[config.mk]
export PLATFORM = sky130hd
export DESIGN_NAME = fp32_reciprocal_pack
export DESIGN_NICKNAME = d
export VERILOG_FILES = /design/src/rtl/fp32_reciprocal_pack.sv
export SDC_FILE = /design/constraint.sdc
export NUM_CORES = 1
export LEC_CHECK = 0
export BUFFER_PORTS_ARGS = -buffer_cell sky130_fd_sc_hd__buf_2
export CORE_MARGIN = 4
export CORE_UTILIZATION = 43
export CTS_CLUSTER_SIZE = 28
export DETAILED_ROUTE_END_ITERATION = 10
export PLACE_DENSITY = 0.68
export SYNTH_ARGS = -nofsm -noshare
export SYNTH_HDL_FRONTEND = slang
export SYNTH_SLANG_ARGS = --single-unit
[constraint.sdc]
create_clock -name clk -period 2.2 [get_ports clk]
set_input_delay 0.33 -clock clk [delete_from_list [all_inputs] [get_ports clk]]
set_output_delay 0.33 -clock clk [all_outputs]
set_load 0.02 [all_outputs]
[src/rtl/fp32_reciprocal_pack.sv]
// Packs a mantissa reciprocal from an upstream core into an IEEE-754 binary32 result.
// Operand sideband is delayed LATENCY cycles so it meets the matching mantissa.
module fp32_reciprocal_pack #(
    parameter int LATENCY = 15
) (
    input  logic        clk,
    input  logic        rst,
    input  logic        issue_valid,
    input  logic [31:0] issue_operand,
    input  logic        mant_valid,
    input  logic [23:0] mant_in,
    output logic        out_valid,
    output logic [31:0] out_result,
    output logic [2:0]  out_flags,
    output logic        align_error
);

    typedef enum logic [1:0] {
        CLS_NORMAL,
        CLS_ZERO,
        CLS_INF,
        CLS_NAN
    } op_class_t;

    typedef struct packed {
        logic      valid;
        logic      sign;
        logic [7:0] exp;
        op_class_t cls;
        logic      snan;
    } side_t;

    side_t              issue_entry;
    side_t              tap;
    side_t              dline [LATENCY];
    logic signed [9:0]  res_exp;
    logic [31:0]        calc_result;
    logic [2:0]         calc_flags;
    logic               unused_mant_msb;

    // mant_in is in (0.5,1.0], so bit 22 is implied whenever bit 23 is clear
    assign unused_mant_msb = mant_in[22];

    always_comb begin
        issue_entry       = '0;
        issue_entry.valid = issue_valid;
        issue_entry.sign  = issue_operand[31];
        issue_entry.exp   = issue_operand[30:23];
        issue_entry.cls   = CLS_NORMAL;
        if (issue_operand[30:23] == 8'd0) begin
            issue_entry.cls = CLS_ZERO;
        end else if (issue_operand[30:23] == 8'hFF) begin
            if (issue_operand[22:0] == 23'd0) begin
                issue_entry.cls = CLS_INF;
            end else begin
                issue_entry.cls  = CLS_NAN;
                issue_entry.snan = ~issue_operand[22];
            end
        end
    end

    always_ff @(posedge clk) begin
        if (rst) begin
            for (int i = 0; i < LATENCY; i++) begin
                dline[i] <= '0;
            end
        end else begin
            dline[0] <= issue_entry;
            for (int i = 1; i < LATENCY; i++) begin
                dline[i] <= dline[i-1];
            end
        end
    end

    assign tap = dline[LATENCY-1];

    always_comb begin
        calc_result = '0;
        calc_flags  = '0;
        if (mant_in[23]) begin
            res_exp = 10'sd254 - $signed({2'b00, tap.exp});
        end else begin
            res_exp = 10'sd253 - $signed({2'b00, tap.exp});
        end
        case (tap.cls)
            CLS_ZERO: begin
                calc_result = {tap.sign, 8'hFF, 23'd0};
                calc_flags  = 3'b010;
            end
            CLS_INF: begin
                calc_result = {tap.sign, 31'd0};
            end
            CLS_NAN: begin
                calc_result = 32'h7FC0_0000;
                calc_flags  = {tap.snan, 2'b00};
            end
            default: begin
                // Results below the normal range flush to signed zero
                if (res_exp <= 10'sd0) begin
                    calc_result = {tap.sign, 31'd0};
                    calc_flags  = 3'b001;
                end else begin
                    calc_result = {tap.sign, res_exp[7:0],
                                   mant_in[23] ? 23'd0 : {mant_in[21:0], 1'b0}};
                end
            end
        endcase
    end

    always_ff @(posedge clk) begin
        if (rst) begin
            out_valid   <= 1'b0;
            out_result  <= '0;
            out_flags   <= '0;
            align_error <= 1'b0;
        end else begin
            out_valid <= mant_valid & tap.valid;
            if (mant_valid && tap.valid) begin
                out_result <= calc_result;
                out_flags  <= calc_flags;
            end
            if (mant_valid != tap.valid) begin
                align_error <= 1'b1;
            end
        end
    end

endmodule

==> out/results.ini, run 1 <==
[critical_path]
start_kind = register
critical_path.max_fanout = 6
worstReg2RegStart = dline[1][82]
setup.worst_path.end_class = register
highest_cell_delay_on_the_worst_timing_path_ps = 450
worst_ep_required_time_ps = 2570
cp.arrival_ps = 2560
cp_cell_sequence = ha_4, mux2_4, nand3_2, xor2_2, or3_4, o311a_4, a22o_1
r2r_end = out_result[15]
reg2reg_slack_ps = 10
worstSetupPathType = reg -> reg
crit_slowest_cell = sky130_fd_sc_hd__o311a_4
r2r.worst_path.cells = 7

[sta]
fin_hold_ws_ps = 23.7
slew_headroom_pct = 18.6
timing.final.setup_violations = 0
min_period_ps = 2190
finalCritPeriodShare_pct = 99.5
finalHoldViolations = 0
worst_slew_pin_slew_ps = 1220
rsz0062_at_grt = no
max_freq_ghz = 0.457
fin_skew_ps = 9.98
final_max_slew_viol_count = 0

[global_route]
grt_overflow = 0
grt_use_total_pct = 11.4
number_of_antenna_violations_at_the_first_check_in_global_routing = 0
grt_pass1_wl_um = 17500
number_of_global_route_vias_before_repair = 3868
largest_net_degree_at_the_start_of_global_routing = 68

[status]
outcome = complete, no violations

[logic_synthesis]
synthCells = 579
number_of_warning_messages_in_the_yosys_log = 0
synth.lib_cells_used.distinct = 40
synth_simple_gate_area_share_pct = 22.0
syn_area_per_cell_um2 = 11.7
synth_compound_area_share_pct = 5.78
main_combinational_cell_family_by_area_after_synthesis = simple AND/OR/NAND/NOR gates
mappedNetlistNets = 642
synth.ff_latch_count = 231
ys_seq_area_share_pct = 68.0
synthAdderAreaFrac_pct = 0.552
synthesis.area_mm2 = 0.00680
post_synth_xor_area_fraction_pct = 0.902
mux_share_of_post_synthesis_cell_area_pct = 0.368

[worst_hold_path]
hold-path-endpoint = dline[0][0]
holdCritStartpoint = issue_operand[22]
hold_path_class = in -> reg
hold_depth = 2

[placed_design]
port-buffer-count = 94
dp_hpwl_um = 6470
dp.cells = 857
globalplace.congestion = 0.863

[clocking]
cts_tree = yes
clock_insertion_delay_worst_skew_ps = 480
cts_root_buf = sky130_fd_sc_hd__clkbuf_16
cts_buffers = 22
clock-sinks = 231
clock_tree.buffer_depth = 3
clock_tree.htree_level_count = 1
worst_setup_hold_path_clk_slew_ps = 60
cts_hold_buf = 0

[finish]
syn_to_final_growth_pct = 22.8
final_layout_size_suffix_gt1_share_pct = 22.6
layout.nets = 738
num_antenna_cells = 0
number_of_non_filler_instances_in_the_completed_layout = 901

[pwr]
leakagePower_uw = 0.00343
vdd_ir_drop_max_mv = 0.628
power-per-cell-area_mw_per_mm2 = 965

[die]
placeableCoreArea_mm2 = 0.0154
chipWidth_um = 134
core.rowCount = 45
die_h_um = 134
floorplan.die_area_mm2 = 0.0179
initial_cell_density_of_the_core_pct = 44.2
io-pin-count = 97

[detailed_routing]
final_wl_um = 10800
via_count = 4092
route.detailed.wl_per_inst_um = 11.9
vias_per_cell = 4.54
detail_route.first_pass.iterations = 4
route.detailed.drc = 0
drt_iter0_markers = 219
route.antenna.remaining_nets = 0

[job]
maxCapViolCount = 0

## power by group
group          switching [uW]  internal, uW
combinational            99.3          66.8
sequential               5.59          4210
clock                    1430          2250
total                    1530          6520
## logic make-up after synthesis
logic type	after synthesis
AND/OR/NAND/NOR	248
multiplexers	2
adder cells (fa/ha/maj)	3
AO/OA/AOI/OAI	52
other	1
flip-flops	231
XOR/XNOR	7
buffers and inverters	35
## worst max path at each step
stage	to	cells after the start	startpoint	slack (ps)
4_1_cts	out_result[10]	7	dline[1][82]	1
3_3_place_gp	out_result[16]	7	dline[1][82]	70
5_1_grt	out_result[15]	7	dline[1][82]	0.3
6_report	out_result[15]	7	dline[1][82]	10
2_1_floorplan	out_result[10]	8	dline[1][81]	100
3_5_place_dp	out_result[10]	7	dline[1][82]	-10
## critical path, delay by kind of cell, from the launching register on
family          cells  cell delay (ps)
compound gates      2              700
simple gates        2              500
flops               1              370
mux                 1              270
fa+ha+maj           1              160
xor+xnor            1               80
## metal layers
| metal | part of all wire (%) | up-vias | GRT usage, % |
|---|---|---|---|
| li1 | - | 2067 | - |
| met2 | 50 | 102 | 20.3 |
| met3 | 5.7 | 22 | 2.79 |
| met1 | 42 | 1901 | 13.6 |
| met4 | 2.3 | 0 | 3.43 |
| met5 | 0 | - | 0 |
## sequential cells by signal, summed over array words and instances, names as in the netlist
name	count
align_error	1
dline	195
out_flags	3
out_result	31
out_valid	1
## cells in the mapped netlist (all sizes together)
| cell type | number | area [um2] |
|---|---|---|
| or3 | 3 | 18.8 |
| nor2b | 192 | 1200 |
| nand2 | 12 | 45.0 |
| o22ai | 6 | 37.5 |
| dfxtp | 231 | 4620 |
| nor2 | 14 | 52.6 |
| a31o | 1 | 8.76 |
| o41ai | 1 | 8.76 |
| nor4 | 6 | 37.5 |
| ha | 3 | 37.5 |
| conb | 1 | 3.75 |
| xnor2 | 5 | 43.8 |
| o21ai | 4 | 20.0 |
| and2 | 1 | 6.26 |
| a22oi | 1 | 7.51 |
| clkbuf | 29 | 109 |
| nand4 | 3 | 18.8 |
| o211ai | 1 | 7.51 |
| a221oi | 3 | 26.3 |
| nor4b | 1 | 8.76 |
| a211oi | 1 | 7.51 |
| nor3b | 1 | 7.51 |
| and4b | 1 | 10.0 |
| buf | 4 | 41.3 |
| a22o | 21 | 184 |
| nand3 | 6 | 30.0 |
| mux2 | 1 | 15.0 |
| a21oi | 11 | 55.1 |
| o311a | 1 | 21.3 |
| nor3 | 3 | 15.0 |
| a32oi | 1 | 8.76 |
| inv | 2 | 7.51 |
| nand2b | 2 | 15.0 |
| xor2 | 2 | 17.5 |
| mux2i | 1 | 10.0 |
| and4 | 3 | 31.3 |
## cell usage in the layout, fill, tap and decap left out, types with 3 or more instances in the layout
cell / instances
sky130_fd_sc_hd__nand3_1: 5
sky130_fd_sc_hd__nor2b_1: 192
sky130_fd_sc_hd__nand2_1: 12
sky130_fd_sc_hd__a221oi_1: 3
sky130_fd_sc_hd__clkbuf_16: 23
sky130_fd_sc_hd__clkinv_2: 5
sky130_fd_sc_hd__buf_4: 8
sky130_fd_sc_hd__a21oi_1: 11
sky130_fd_sc_hd__clkbuf_1: 6
sky130_fd_sc_hd__a22o_1: 21
sky130_fd_sc_hd__nand4_1: 3
sky130_fd_sc_hd__buf_2: 93
sky130_fd_sc_hd__dfxtp_1: 228
sky130_fd_sc_hd__xnor2_1: 4
sky130_fd_sc_hd__nor2_1: 14
sky130_fd_sc_hd__clkbuf_8: 3
sky130_fd_sc_hd__nor4_1: 6
sky130_fd_sc_hd__o22ai_1: 6
sky130_fd_sc_hd__o311a_4: 4
## final cells by class
class | instances | area (um2)
well taps | 211 | 264
inverters | 2 | 7.51
repair buffers | 102 | 537
multi-input cells | 316 | 2190
clock buffers | 32 | 639
flip-flops and latches | 231 | 4630
fillers | 1317 | 7020
clock inverters | 7 | 85.1
## stage by stage
step | utilization, % | instance area (um2) | power, uW | setup slack, ps | TNS, ps
4_1_cts | 53.7 | 8260 | 8160 | 0.964 | 0
2_1_floorplan | - | 6800 | 4400 | 96.5 | 0
6_report | 54.3 | 8350 | 8060 | 10.8 | 0
3_5_place_dp | 48.4 | 7440 | 4480 | -13.2 | -18.2
5_1_grt | 54.3 | 8350 | 8380 | 0.300 | 0
3_3_place_gp | 48.4 | 7440 | 4470 | 70.1 | 0
## timing repair
action | CTS | global route
gates cloned | 2 | 1
pin swaps | 2 | 12
setup buffers | 0 | 2
gates resized for setup | 14 | 10
hold endpoints to repair | 0 | 0
endpoints found under the setup margin | 16 | 21
Power figures use the tool's default switching activity.
==> run 2: changes to the inputs <==
Settings changed: CTS_BUF_LIST set to sky130_fd_sc_hd__clkbuf_8 sky130_fd_sc_hd__clkbuf_16, CTS_CLUSTER_DIAMETER set to 120, REMOVE_ABC_BUFFERS set to 1.
==> run 2 against run 1 <==
Against the previous run:
- hold slack better by 22 ps
- die area unchanged
- count of clock-buffer cells in the layout is 19 lower
- final area down 4.8%
- largest power group unchanged
- routed wire length shrank 11%
- setup slack gained 27 ps
- utilization fell by 2.6 points
- largest cell class unchanged
- combinational power barely moved
- sequential share of layout area grew 2.8 points
- clock skew increased by 5.2 ps
- highest routed layer unchanged
==> out/results.ini, run 2 (synthesized netlist as in run 1, its figures left out) <==
[status]
outcome = complete, no violations

[clocking]
cts_root_buf = sky130_fd_sc_hd__clkbuf_16
cts_tree = yes
clock_tree.htree_level_count = 1
cts_hold_buf = 0
cts_buffers = 12
worst_setup_hold_path_clk_slew_ps = 100
clock-sinks = 231
clock_tree.buffer_depth = 3
clock_insertion_delay_worst_skew_ps = 450

[sta]
min_period_ps = 2160
rsz0062_at_grt = yes
finalHoldViolations = 0
slew_headroom_pct = 13.4
finalCritPeriodShare_pct = 98.3
final_max_slew_viol_count = 0
max_freq_ghz = 0.463
worst_slew_pin_slew_ps = 1290
timing.final.setup_violations = 0
fin_skew_ps = 15.2

[detailed_routing]
via_count = 3991
drt_iter0_markers = 112
route.antenna.remaining_nets = 0
route.detailed.drc = 0
route.detailed.wl_per_inst_um = 11.0
vias_per_cell = 4.58
detail_route.first_pass.iterations = 4
final_wl_um = 9610

[die]
placeableCoreArea_mm2 = 0.0154
floorplan.die_area_mm2 = 0.0179
core.rowCount = 45
io-pin-count = 97
chipWidth_um = 134
die_h_um = 134
initial_cell_density_of_the_core_pct = 44.2

[critical_path]
r2r.worst_path.cells = 7
cp.arrival_ps = 2510
start_kind = register
critPathCapture = out_result[20]
worstReg2RegStart = dline[1][82]
startpoint = dline[1][82]
r2r_end = out_result[20]
reg2reg_slack_ps = 40
critical_path.max_fanout = 5
worst_ep_required_time_ps = 2550
setup.worst_path.end_class = register
worstSetupPathType = reg -> reg

[finish]
top_register = dline
multiInputGateArea_mm2 = 0.00217
final_design_area_no_fill_mm2 = 0.00795
syn_to_final_growth_pct = 16.9
layout.nets = 724
largest_register_ffs = 195
num_antenna_cells = 0
layout.cells.most_common = sky130_fd_sc_hd__dfxtp_1
layout_top_registers = dline: 195 flops, out_result: 31 flops, out_flags: 3 flops
final_layout_size_suffix_gt1_share_pct = 20.0
num-fill-cells = 1352
seqCellArea_mm2 = 0.00463
final_cell_mix = sky130_fd_sc_hd__dfxtp_1, sky130_fd_sc_hd__nor2b_1, sky130_fd_sc_hd__buf_2

[pwr]
fin_total_pwr_uw = 6680
power-per-cell-area_mw_per_mm2 = 840
leakagePower_uw = 0.00323
vdd_ir_drop_max_mv = 0.635

[global_route]
number_of_global_route_vias_before_repair = 3922
largest_net_degree_at_the_start_of_global_routing = 114
grt_use_total_pct = 10.5
grt_pass1_wl_um = 16300
grt_overflow = 0
number_of_antenna_violations_at_the_first_check_in_global_routing = 0

[placed_design]
port-buffer-count = 94
dp_hpwl_um = 5750
globalplace.congestion = 0.864
dpl-instance-area_mm2 = 0.00742

[job]
maxCapViolCount = 0

[worst_hold_path]
hold_path_class = in -> reg

==> run 2: changes by cell type in the layout (fill, tap and decap cells not counted), moves of 2 or more <==
cell                        delta
sky130_fd_sc_hd__buf_4         -5
sky130_fd_sc_hd__bufinv_16     -2
sky130_fd_sc_hd__clkbuf_1      -6
sky130_fd_sc_hd__clkbuf_16    -10
sky130_fd_sc_hd__clkbuf_8      -3
sky130_fd_sc_hd__clkinv_2      -5
==> run 2: report_power, final <==
group          leakage [uW]  switching [uW]  internal, uW  total (uW)
logic               0.00119            97.2          65.6         163
registers           0.00187            5.22          4210        4210
clock network      0.000172            1220          1090        2300
total               0.00323            1320          5360        6680
==> run 2: how the worst min path moves through the flow <==
stage,from,to,slack (ps),cells past startpoint
floorplan,rst,out_valid,400,1
global route,issue_operand[22],dline[0][0],30,2
CTS,issue_operand[22],dline[0][0],30,2
finish,issue_operand[22],dline[0][0],50,2
global placement,dline[0][5],dline[0][18],420,1
detailed placement,dline[0][90],dline[0][103],420,1
==> run 2: per-layer routing <==
layer	wire length, um	share of wire, %	track usage (%)
met1	4070	42	11.4
met2	4560	47	19.8
met3	700	7.3	2.34
met4	284	3.0	4.00
met5	0	0	0
==> run 2: timing repair <==
action,CTS,global route
gates cloned,2,1
endpoints found under the setup margin,21,21
setup buffers,2,0
pin swaps,18,5
hold endpoints to repair,0,0
gates resized for setup,13,10
==> run 2: worst max-delay path: stages (launching register included) <==
cell and delay (ps):
sky130_fd_sc_hd__dfxtp_4 380, sky130_fd_sc_hd__ha_4 160, sky130_fd_sc_hd__mux2_4 270, sky130_fd_sc_hd__and4_4 230, sky130_fd_sc_hd__o21ai_4 170, sky130_fd_sc_hd__a32oi_4 180
sky130_fd_sc_hd__o311a_4 450, sky130_fd_sc_hd__a22o_1 220
==> run 2: layout make-up <==
type	instances	share of cell area, %
flip-flops and latches	231	58.3
multi-input cells	316	27.3
repair buffers	98	6.53
clock buffers	13	4.09
well taps	211	3.32
clock inverters	1	0.378
inverters	2	0.0944
==> run 2: stage by stage <==
step / setup slack (ps) / hold WS [ps] / TNS, ps / instances / util, %
global route: -12.3 / 31.3 / -38.9 / 872 / 51.7
CTS: 0.261 / 29.5 / 0 / 871 / 51.2
finish: 38.1 / 46.0 / 0 / 872 / 51.7
floorplan: 134 / 397 / 0 / 546 / -
global placement: 49.0 / 416 / 0 / 853 / 48.3
detailed placement: -49.0 / 420 / -728 / 853 / 48.3
==> run 3: changes to the inputs <==
Settings changed: BUFFER_PORTS_ARGS -buffer_cell sky130_fd_sc_hd__buf_2 to unset, DONT_BUFFER_PORTS set to 1, PLACE_DENSITY 0.68 to 0.63.
==> run 3 against run 2 <==
Against the previous run:
- sequential cell count stayed put
- count of clock-buffer cells in the layout stayed put
- final area is 10% higher
- first-iteration DRC count is 20% higher
- power is 0.15% higher
- combinational power is 12% lower
- die area stayed put
- largest cell class unchanged
- largest power group unchanged
==> out/results.ini, run 3 (synthesized netlist as in run 1, its figures left out) <==
[sta]
max_freq_ghz = 0.463
fin_hold_ws_ps = 17.5
finalHoldViolations = 0
finalCritPeriodShare_pct = 98.2
fin_skew_ps = 14.2
worst_slew_pin_slew_ps = 682
min_period_ps = 2160
timing.final.setup_violations = 0
slew_headroom_pct = 54.6
tns_ps = 0
final_critical_path_setup_slack_ps = 38.9
final_max_slew_viol_count = 0

[detailed_routing]
dr_wl_met3_um = 817
route.detailed.drc = 0
final_wl_um = 10700
routed-wl-met2_um = 5210
route.antenna.remaining_nets = 0
drt_iter0_markers = 134
via_count = 4188
vias_per_cell = 4.62
route.detailed.wl_per_inst_um = 11.8
topRoutingLayerUsed = met4
met1_length_um = 4240
detail_route.first_pass.iterations = 4

[die]
floorplan.die_area_mm2 = 0.0179
core.rowCount = 45
chipWidth_um = 134
initial_cell_density_of_the_core_pct = 44.2
die_h_um = 134
placeableCoreArea_mm2 = 0.0154
io-pin-count = 97

[critical_path]
setup.worst_path.end_class = register
cp_cell_sequence = buf_4, nand2b_4, and4_4, xnor2_1, or3_4, o311a_4, a22o_1
crit_slowest_cell = sky130_fd_sc_hd__or3_4
critPathTopFamily = simple AND/OR/NAND/NOR gates
cp.arrival_ps = 2520
critical_path.max_fanout = 6
highest_cell_delay_on_the_worst_timing_path_ps = 460
r2r.worst_path.cells = 7
bufs_and_invs_on_worst_path = 1
critical_path_depth = 7
worst_ep_required_time_ps = 2560
worstSetupPathType = reg -> reg
start_kind = register

[global_route]
largest_net_degree_at_the_start_of_global_routing = 114
number_of_global_route_vias_before_repair = 4185
number_of_antenna_violations_at_the_first_check_in_global_routing = 0
grt_pass1_wl_um = 17800
grt_overflow = 0
grt_use_total_pct = 11.7

[pwr]
fin_total_pwr_uw = 6690
power-per-cell-area_mw_per_mm2 = 763
leakagePower_uw = 0.00362
vdd_ir_drop_max_mv = 0.630

[finish]
num-fill-cells = 1254
syn_to_final_growth_pct = 29.0
largest_register_ffs = 195
num_antenna_cells = 0
final_cell_mix = sky130_fd_sc_hd__dfxtp_1, sky130_fd_sc_hd__nor2b_1, sky130_fd_sc_hd__dlygate4sd3_1
layout.nets = 759
layout_top_registers = dline: 195 flops, out_result: 31 flops, out_flags: 3 flops
layout.cells.most_common = sky130_fd_sc_hd__dfxtp_1
final_layout_size_suffix_gt1_share_pct = 5.75
top_register = dline

[clocking]
clock_tree.htree_level_count = 1
cts_buffers = 12
clock-sinks = 231
worst_setup_hold_path_clk_slew_ps = 100
cts_tree = yes
clock_insertion_delay_worst_skew_ps = 450
clock_tree.buffer_depth = 3
cts_root_buf = sky130_fd_sc_hd__clkbuf_16

[status]
outcome = complete, no violations

[job]
maxCapViolCount = 0

[placed_design]
dpl_worst_slack_ps = -64.0
dp_hpwl_um = 4930
port-buffer-count = 0
globalplace.congestion = 0.727

[worst_hold_path]
hold_depth = 1
hold_path_class = in -> reg

-- run 3: where the power goes --
part,switching [uW],internal (uW)
sequential,6.86,4210
clock,1240,1090
combinational,58.4,85.0
-- run 3: timing repair --
action | 4_1_cts | 5_1_grt
pin swaps | 6 | 9
endpoints found under the hold margin | 224 | 0
gates resized for setup | 15 | 7
setup endpoints to repair | 21 | 22
hold buffers | 128 | 0
setup buffers | 2 | 2
cloned | 2 | 1
-- run 3: cell type report --
type,count,area [um2],share of cell area (%)
Multi-Input combinational cell,316,2170,24.8
Timing Repair Buffer,133,1340,15.3
Clock buffer,13,325,3.71
Inverter,2,7.51,0.0856
Tap cell,211,264,3.01
Clock inverter,1,30.0,0.342
Sequential cell,231,4630,52.8
-- run 3: per-stage QoR --
step	util, %	std cells	area, um2
3_5_place_dp	45.0	757	6910
3_3_place_gp	45.0	757	6910
6_report	57.1	907	8770
4_1_cts	56.5	903	8690
2_1_floorplan	-	546	6650
5_1_grt	57.1	907	8770
-- run 3: final timing paths --
path	startpoint	to	slack [ps]
worst min-delay path	issue_operand[23]	dline[0][3]	20
worst max register to register	dline[1][81]	out_result[5]	40
worst min register to register	dline[1][58]	dline[1][71]	440
worst max-delay path	dline[1][81]	out_result[5]	40
-- run 3: worst register-to-register path: stages (launching register included) --
cell                       delay (ps)
sky130_fd_sc_hd__dfxtp_2          350
sky130_fd_sc_hd__buf_4            140
sky130_fd_sc_hd__nand2b_4         140
sky130_fd_sc_hd__and4_4           210
sky130_fd_sc_hd__xnor2_1          140
sky130_fd_sc_hd__or3_4            460
sky130_fd_sc_hd__o311a_4          380
sky130_fd_sc_hd__a22o_1           230
-- run 3: per-layer routing --
layer / vias to the layer above / global-route usage, %
met1: 1936 / 12.7
li1: 2093 / -
met2: 130 / 21.2
met4: 0 / 5.89
met5: - / 0
met3: 29 / 2.61
